`src/rtl/uart_tx_param.sv`:
```
// Parameterised UART transmitter with a small write FIFO in front of the framer.
// Frames are start, DATA_W bits LSB first, optional parity, STOP_BITS stop bits.
//
// state | meaning
// IDLE  | line high, waiting for tx_en and a queued word
// START | start bit (txd=0)
// DATA  | shifting data bits out, LSB first
// PAR   | parity bit (even or odd, computed when the word is popped)
// STOP  | stop bit(s); last one may chain straight into the next START
module uart_tx_param #(
   parameter int FCLK       = 50000000,
   parameter int BAUD       = 115200,
   parameter int DATA_W     = 8,
   parameter int PARITY     = 0,
   parameter int STOP_BITS  = 1,
   parameter int FIFO_DEPTH = 4
) (
   input  logic                          clk,
   input  logic                          rst_n,
   input  logic [DATA_W-1:0]             dat,
   input  logic                          st,
   output logic                          rdy,
   input  logic                          tx_en,
   output logic                          txd,
   output logic                          ce,
   output logic                          busy,
   output logic                          ce_stop,
   output logic                          fifo_full,
   output logic                          fifo_empty,
   output logic [$clog2(FIFO_DEPTH):0]   level
);

   localparam int DIV       = FCLK / BAUD;
   localparam int CNT_W     = $clog2(DIV);
   localparam int AW        = $clog2(FIFO_DEPTH);
   localparam int BC_W      = 4;
   localparam int DIV_M1    = DIV - 1;
   localparam int DATA_M1   = DATA_W - 1;
   localparam int STOP_M1   = STOP_BITS - 1;

   localparam logic [CNT_W-1:0] CNT_LAST  = DIV_M1[CNT_W-1:0];
   localparam logic [BC_W-1:0]  DATA_LAST = DATA_M1[BC_W-1:0];
   localparam logic [BC_W-1:0]  STOP_LAST = STOP_M1[BC_W-1:0];
   localparam logic [AW:0]      LVL_FULL  = FIFO_DEPTH[AW:0];
   localparam logic             PAR_ODD   = (PARITY == 2);
   localparam logic             PAR_EN    = (PARITY != 0);

   typedef enum logic [2:0] {IDLE, START, DATA, PAR, STOP} state_t;

   state_t              state_q, state_d;
   logic [CNT_W-1:0]    cnt_q, cnt_d;
   logic [BC_W-1:0]     bit_cnt_q, bit_cnt_d;
   logic [DATA_W-1:0]   shift_q, shift_d;
   logic                par_q, par_d;
   logic                txd_q, txd_d;

   logic [DATA_W-1:0]   mem_q [FIFO_DEPTH];
   logic [AW-1:0]       wr_ptr_q, wr_ptr_d, rd_ptr_q, rd_ptr_d;
   logic [AW:0]         level_q, level_d;
   logic [DATA_W-1:0]   rd_word;
   logic                push, pop, load, start_ok;

   // rdy comes only from the registered level, so a same-cycle pop never frees a slot
   assign fifo_full  = (level_q == LVL_FULL);
   assign fifo_empty = (level_q == '0);
   assign rdy        = !fifo_full;
   assign level      = level_q;
   assign push       = st && rdy;
   assign rd_word    = mem_q[rd_ptr_q];
   assign start_ok   = tx_en && !fifo_empty;

   assign txd     = txd_q;
   assign busy    = (state_q != IDLE);
   assign ce      = (state_q != IDLE) && (cnt_q == CNT_LAST);
   assign ce_stop = ce && (state_q == STOP) && (bit_cnt_q == STOP_LAST);

   always_comb begin
      wr_ptr_d = push ? wr_ptr_q + 1'b1 : wr_ptr_q;
      rd_ptr_d = pop  ? rd_ptr_q + 1'b1 : rd_ptr_q;
      case ({push, pop})
         2'b10:   level_d = level_q + 1'b1;
         2'b01:   level_d = level_q - 1'b1;
         default: level_d = level_q;
      endcase
   end

   always_comb begin
      state_d   = state_q;
      cnt_d     = cnt_q;
      bit_cnt_d = bit_cnt_q;
      shift_d   = shift_q;
      par_d     = par_q;
      txd_d     = txd_q;
      load      = 1'b0;
      pop       = 1'b0;

      if (state_q != IDLE) begin
         cnt_d = ce ? '0 : cnt_q + 1'b1;
      end

      case (state_q)
         IDLE: begin
            load = start_ok;
         end
         START: begin
            if (ce) begin
               state_d   = DATA;
               bit_cnt_d = '0;
               txd_d     = shift_q[0];
            end
         end
         DATA: begin
            if (ce) begin
               shift_d = shift_q >> 1;
               if (bit_cnt_q == DATA_LAST) begin
                  bit_cnt_d = '0;
                  if (PAR_EN) begin
                     state_d = PAR;
                     txd_d   = par_q;
                  end else begin
                     state_d = STOP;
                     txd_d   = 1'b1;
                  end
               end else begin
                  bit_cnt_d = bit_cnt_q + 1'b1;
                  txd_d     = shift_q[1];
               end
            end
         end
         PAR: begin
            if (ce) begin
               state_d   = STOP;
               bit_cnt_d = '0;
               txd_d     = 1'b1;
            end
         end
         STOP: begin
            if (ce_stop) begin
               load    = start_ok;
               state_d = IDLE;
               txd_d   = 1'b1;
            end else if (ce) begin
               bit_cnt_d = bit_cnt_q + 1'b1;
            end
         end
         default: begin
            state_d = IDLE;
            txd_d   = 1'b1;
         end
      endcase

      // Shared by IDLE and the last stop bit so back-to-back frames have no gap
      if (load) begin
         pop       = 1'b1;
         state_d   = START;
         cnt_d     = '0;
         bit_cnt_d = '0;
         shift_d   = rd_word;
         par_d     = (^rd_word) ^ PAR_ODD;
         txd_d     = 1'b0;
      end
   end

   always_ff @(posedge clk or negedge rst_n) begin
      if (!rst_n) begin
         state_q   <= IDLE;
         cnt_q     <= '0;
         bit_cnt_q <= '0;
         shift_q   <= '0;
         par_q     <= 1'b0;
         txd_q     <= 1'b1;
         wr_ptr_q  <= '0;
         rd_ptr_q  <= '0;
         level_q   <= '0;
      end else begin
         state_q   <= state_d;
         cnt_q     <= cnt_d;
         bit_cnt_q <= bit_cnt_d;
         shift_q   <= shift_d;
         par_q     <= par_d;
         txd_q     <= txd_d;
         wr_ptr_q  <= wr_ptr_d;
         rd_ptr_q  <= rd_ptr_d;
         level_q   <= level_d;
      end
   end

   // Storage needs no reset; level and pointers define what is valid
   always_ff @(posedge clk) begin
      if (push) begin
         mem_q[wr_ptr_q] <= dat;
      end
   end

endmodule
```
`config.mk`:
```
export PLATFORM = sky130hd
export DESIGN_NAME = uart_tx_param
export DESIGN_NICKNAME = d
export VERILOG_FILES = /design/src/rtl/uart_tx_param.sv
export SDC_FILE = /design/constraint.sdc
export NUM_CORES = 1
export LEC_CHECK = 0
export CAP_MARGIN = 40
export CORE_ASPECT_RATIO = 0.7
export CORE_MARGIN = 5
export CORE_UTILIZATION = 45
export DETAILED_ROUTE_END_ITERATION = 12
export PLACE_DENSITY = 0.77
export SETUP_SLACK_MARGIN = 0.5
export SKIP_LAST_GASP = 1
export SLEW_MARGIN = 0
export SYNTH_ARGS = -nofsm -noshare
export SYNTH_HDL_FRONTEND = slang
export SYNTH_SLANG_ARGS = --single-unit
```
`constraint.sdc`:
```
create_clock -name clk -period 2.5 [get_ports clk]
set_input_delay 0.375 -clock clk [delete_from_list [all_inputs] [get_ports clk]]
set_output_delay 0.375 -clock clk [all_outputs]
set_load 0.02 [all_outputs]
```
==> results.txt <==
----------------------------------------------------
[Run status]
  Outcome ... finished, final reports clean

[Floorplan]
  Die extent in x ... 108 µm
  Total core area ... 0.00666 mm²
  Initial Utilization ... a little under half
  I/O pin count ... 22
  Placement row count ... 25
  Die extent in y ... roughly 80 µm
  Total die area ... 0.00854 mm²

[Finish]
  Synthesis-to-layout area growth ... 31.4%
  Filler Cells Inserted ... 502
  Number of nets in the finished design ... 310
  Util after Layout ... 60.1%
  Number of non-filler instances in the completed layout ... 387
  Number of diodes ... 0
  Share of final-layout standard cells stronger than drive strength 1 ... 37.9%

[Logic synthesis]
  Total standard cell area after synthesis ... 0.00305 mm²
  Yosys Warn Count ... 0
  Number of nets in the synthesized netlist ... about 250
  Most common cell in the synthesized netlist ... edfxtp_1
  Cell types with the highest counts after synthesis ... edfxtp_1 (32), dfrtp_1 (31), mux2_2 (14)
  Count of flip-flops with a built-in enable after synthesis ... 32
  Most used flip-flop cell after synthesis ... edfxtp_1
  Post-Synthesis Cells ... roughly 230
  Register bit total from synthesis ... 64
  Fraction of registers with async set or reset after synthesis ... 50.0%
  Average footprint of a synthesized cell ... ~14 µm²
  Top cells by area in the synthesized netlist ... edfxtp_1 (32%), dfrtp_1 (25%), mux4_2 (5.9%), mux2_2 (5.2%), ha_1 (3.7%)
  Sequential-to-total area share from yosys stat ... 57.9%
  Distinct cells, synth ... 50
  Area fraction of the dominant cell type after synthesis ... between 30% and 40%
  Dominant cell type by area after synthesis ... edfxtp_1

[Critical path]
  Launch point of the worst path ... cnt_q[2]$_DFFE_PN0P_
  Endpoint of the most critical register-to-register path ... level[2]$_DFFE_PN0P_
  Arrival @ worst endpoint ... 2690 ps
  FF-to-FF Start ... cnt_q[2]$_DFFE_PN0P_
  Cell Chain, Critical Path ... or4b_4, buf_6, o31ai_4, nand2_4, inv_4, ha_4, inv_2, fa_2, xor2_1, nor2_1, xor2_1
  CP Class ... reg -> reg
  Flop2flop setup slack ... 80 ps
  Critical-path top delay cell ... or4b_4
  Setup crit start kind ... register
  Worst path most repeated cell ... xor2_1
  Top fanout value on the critical path ... 2
  Worst reg-to-reg path cell count ... 11
  Largest stage delay on the critical path ... 540 ps
  Required arrival time at the worst endpoint ... around 2800 ps
  Critical Path Sink Type ... register

[Power and ir drop]
  Worst IR Drop VDD ... roughly 0.4 mV
  Switching power share of the total ... 28.5%
  Share of power burned in registers ... 50.2%
  P_sw ... 768 µW
  Leakage component of the power ... 0.00158 µW
  P_int ... 1930 µW
  Clk pwr share ... 32.1%
  Total chip power ... 2690 µW
  Power Dens Cells ... between 600 and 700 mW/mm²
  Share of power burned in combinational logic ... 17.7%

[STA]
  Relative max-transition margin ... 69.5%
  Post-route fraction of the period consumed by the critical path ... 96.9%
  Number of pins with negative max-slew slack in the final report ... 0
  Post-Route Skew ... 7.72 ps
  Setup total negative slack ... 0 ps
  Minimum clock period ... 2420 ps
  Maximum operating frequency ... 413 MHz
  Setup repair after global routing missed its margin ... true
  Number of endpoints with negative hold slack in the final report ... 0
  Final setup viols ... 0
  Min setup slack post-route ... approximately 78 ps
  Transition time at the pin with the least slew margin ... about 450 ps

[Clocking]
  Clock net sink count ... 64
  Hold-fix buffers at CTS ... 0
  H-tree depth ... 3
  Maximum buffer depth of the clock tree ... 2
  Insertion delay to the later sink of the worst-skew pair ... around 340 ps
  CTS Buf Count ... 9
  CTS clock-pin slew for the worst setup and hold paths ... 70 ps
  Clock tree from TritonCTS ... done
  Clock tree root buffer cell ... clkbuf_8

[Global route]
  Number of global-route vias before repair ... about 2200
  Number of antenna violations at the first check in global routing ... 0
  GRT Overall Usage ... between 10% and 20%
  Global route total overflow ... 0
  Pin count of the biggest net entering global routing ... 33
  Global-route wire length before repair ... roughly 11000 µm

[Placement]
  Pre-CTS setup slack ... 21.8 ps
  Number of placed cells counting well taps ... 352
  Quantity of I/O buffers inserted on ports ... 21
  Placer's final routability congestion estimate ... 0.890
  Detailed-placement wirelength estimate ... 4460 µm

[Route]
  Iteration-0 DRC Markers ... 121
  Routed wire length ... 6690 µm
  Wire length per cell after detailed routing ... 17.3 µm
  Detailed-routing iteration count for the pre-antenna-repair pass ... 4
  Vias after detailed routing ... 2087
  DRC violation count after routing ... 0
  Number of nets with antenna violations after detailed routing ... 0
  Number of vias per cell after detailed routing ... 5.39

[Hold path]
  Worst Hold Class ... in -> async

[Job]
  # Max-Cap Violations ... 0

----------------------------------------------------
## cell usage in the layout, fill, tap and decap left out, drive strengths merged, types with 2 or more instances in the layout
cell | Yosys | routed
clkinv | 0 | 3
dlygate4sd2 | 0 | 4
o31a | 2 | 2
xnor2 | 5 | 5
and2 | 3 | 3
nor4 | 2 | 2
o32ai | 2 | 2
mux4 | 8 | 8
nand2 | 7 | 7
xor2 | 6 | 6
nand4 | 4 | 4
or3b | 3 | 3
clkinvlp | 0 | 2
nand3 | 6 | 6
o31ai | 5 | 5
ha | 9 | 9
dfrtp | 31 | 31
inv | 13 | 14
or3 | 2 | 2
edfxtp | 32 | 32
o211ai | 3 | 3
clkbuf | 5 | 9
nor2 | 9 | 9
nor3 | 6 | 6
buf | 3 | 41
a21oi | 8 | 8
nor3b | 2 | 2
clkdlybuf4s50 | 0 | 15
or2 | 3 | 3
and3 | 6 | 6
o21ai | 10 | 10
mux2 | 14 | 14
## metal layers
layer  share of wire [%]  routed length, µm  track usage, %  vias up
met5                   0                  0               0        -
met4                 1.6                110            6.31        0
met3                 3.7                246            3.74       11
met2                  50               3320            26.8       53
met1                  45               3010            22.4     1053
li1                    -                  -               -      970
## repair_timing
item / CTS / global route
cloned: 0 / 0
endpoints found under the setup margin: 23 / 23
hold endpoints to repair: 0 / 0
pin swaps: 7 / 11
buffers inserted: 9 / 10
gates resized for setup: 31 / 23
## worst max-delay path, delay by kind of cell (launching register included)
family,cells,cell delay [ps]
DFF,1,380
adders and majority gates,2,440
AOI/OAI and AO/OA,1,220
and+or+nand+nor,3,750
buffers and inverters,3,240
xor gates and xnor gates,2,290
## cell type report
| class | count | area (µm²) | area share (%) |
|---|---|---|---|
| sequential | 64 | 1770 | 44.1 |
| tap | 94 | 118 | 2.94 |
| clock inverter | 7 | 71.3 | 1.78 |
| clock buffer | 9 | 124 | 3.09 |
| inverter | 13 | 51.3 | 1.28 |
| timing repair buffer | 60 | 531 | 13.3 |
| multi-input combinational | 140 | 1340 | 33.5 |
## flip-flops by register name, summed over array words and instances (netlist names)
| signal | count |
|---|---|
| wr_ptr_q | 2 |
| state_q | 3 |
| rd_ptr_q | 2 |
| bit_cnt_q | 4 |
| mem_q | 32 |
| shift_q | 8 |
| level | 3 |
| txd | 1 |
| cnt_q | 9 |
## worst max path at each step
stage	endpoint	slack, ps
2_1_floorplan	level[2]$_DFFE_PN0P_	-50
3_3_place_gp	ce_stop	70
3_5_place_dp	level[2]$_DFFE_PN0P_	20
4_1_cts	ce_stop	30
5_1_grt	level[2]$_DFFE_PN0P_	-40
6_report	level[2]$_DFFE_PN0P_	80
## per-stage QoR
step	hold slack (ps)	area, µm²
floorplan	79.4	3090
global placement	483	3530
detailed placement	487	3530
CTS	435	3850
global route	475	4000
finish	435	4000
## power by group through the flow
stage | Sequential, µW | Combinational, µW | Clock, µW
detailed placement | 1370 | 491 | 0
finish | 1350 | 477 | 865
floorplan | 1370 | 257 | 0
global placement | 1360 | 476 | 0
global route | 1370 | 525 | 937
CTS | 1350 | 481 | 887
## kinds of logic (layout without fill, tap and decap cells)
logic type	after synthesis	in the layout	synth area share, %
xor+xnor	11	11	3.16
mux	23	23	11.4
simple gates	58	58	11.5
fa+ha+maj	10	10	4.36
compound gates	38	38	8.75
flops	64	64	57.9
buf+inv	21	89	2.92
Power figures use the tool's default switching activity.
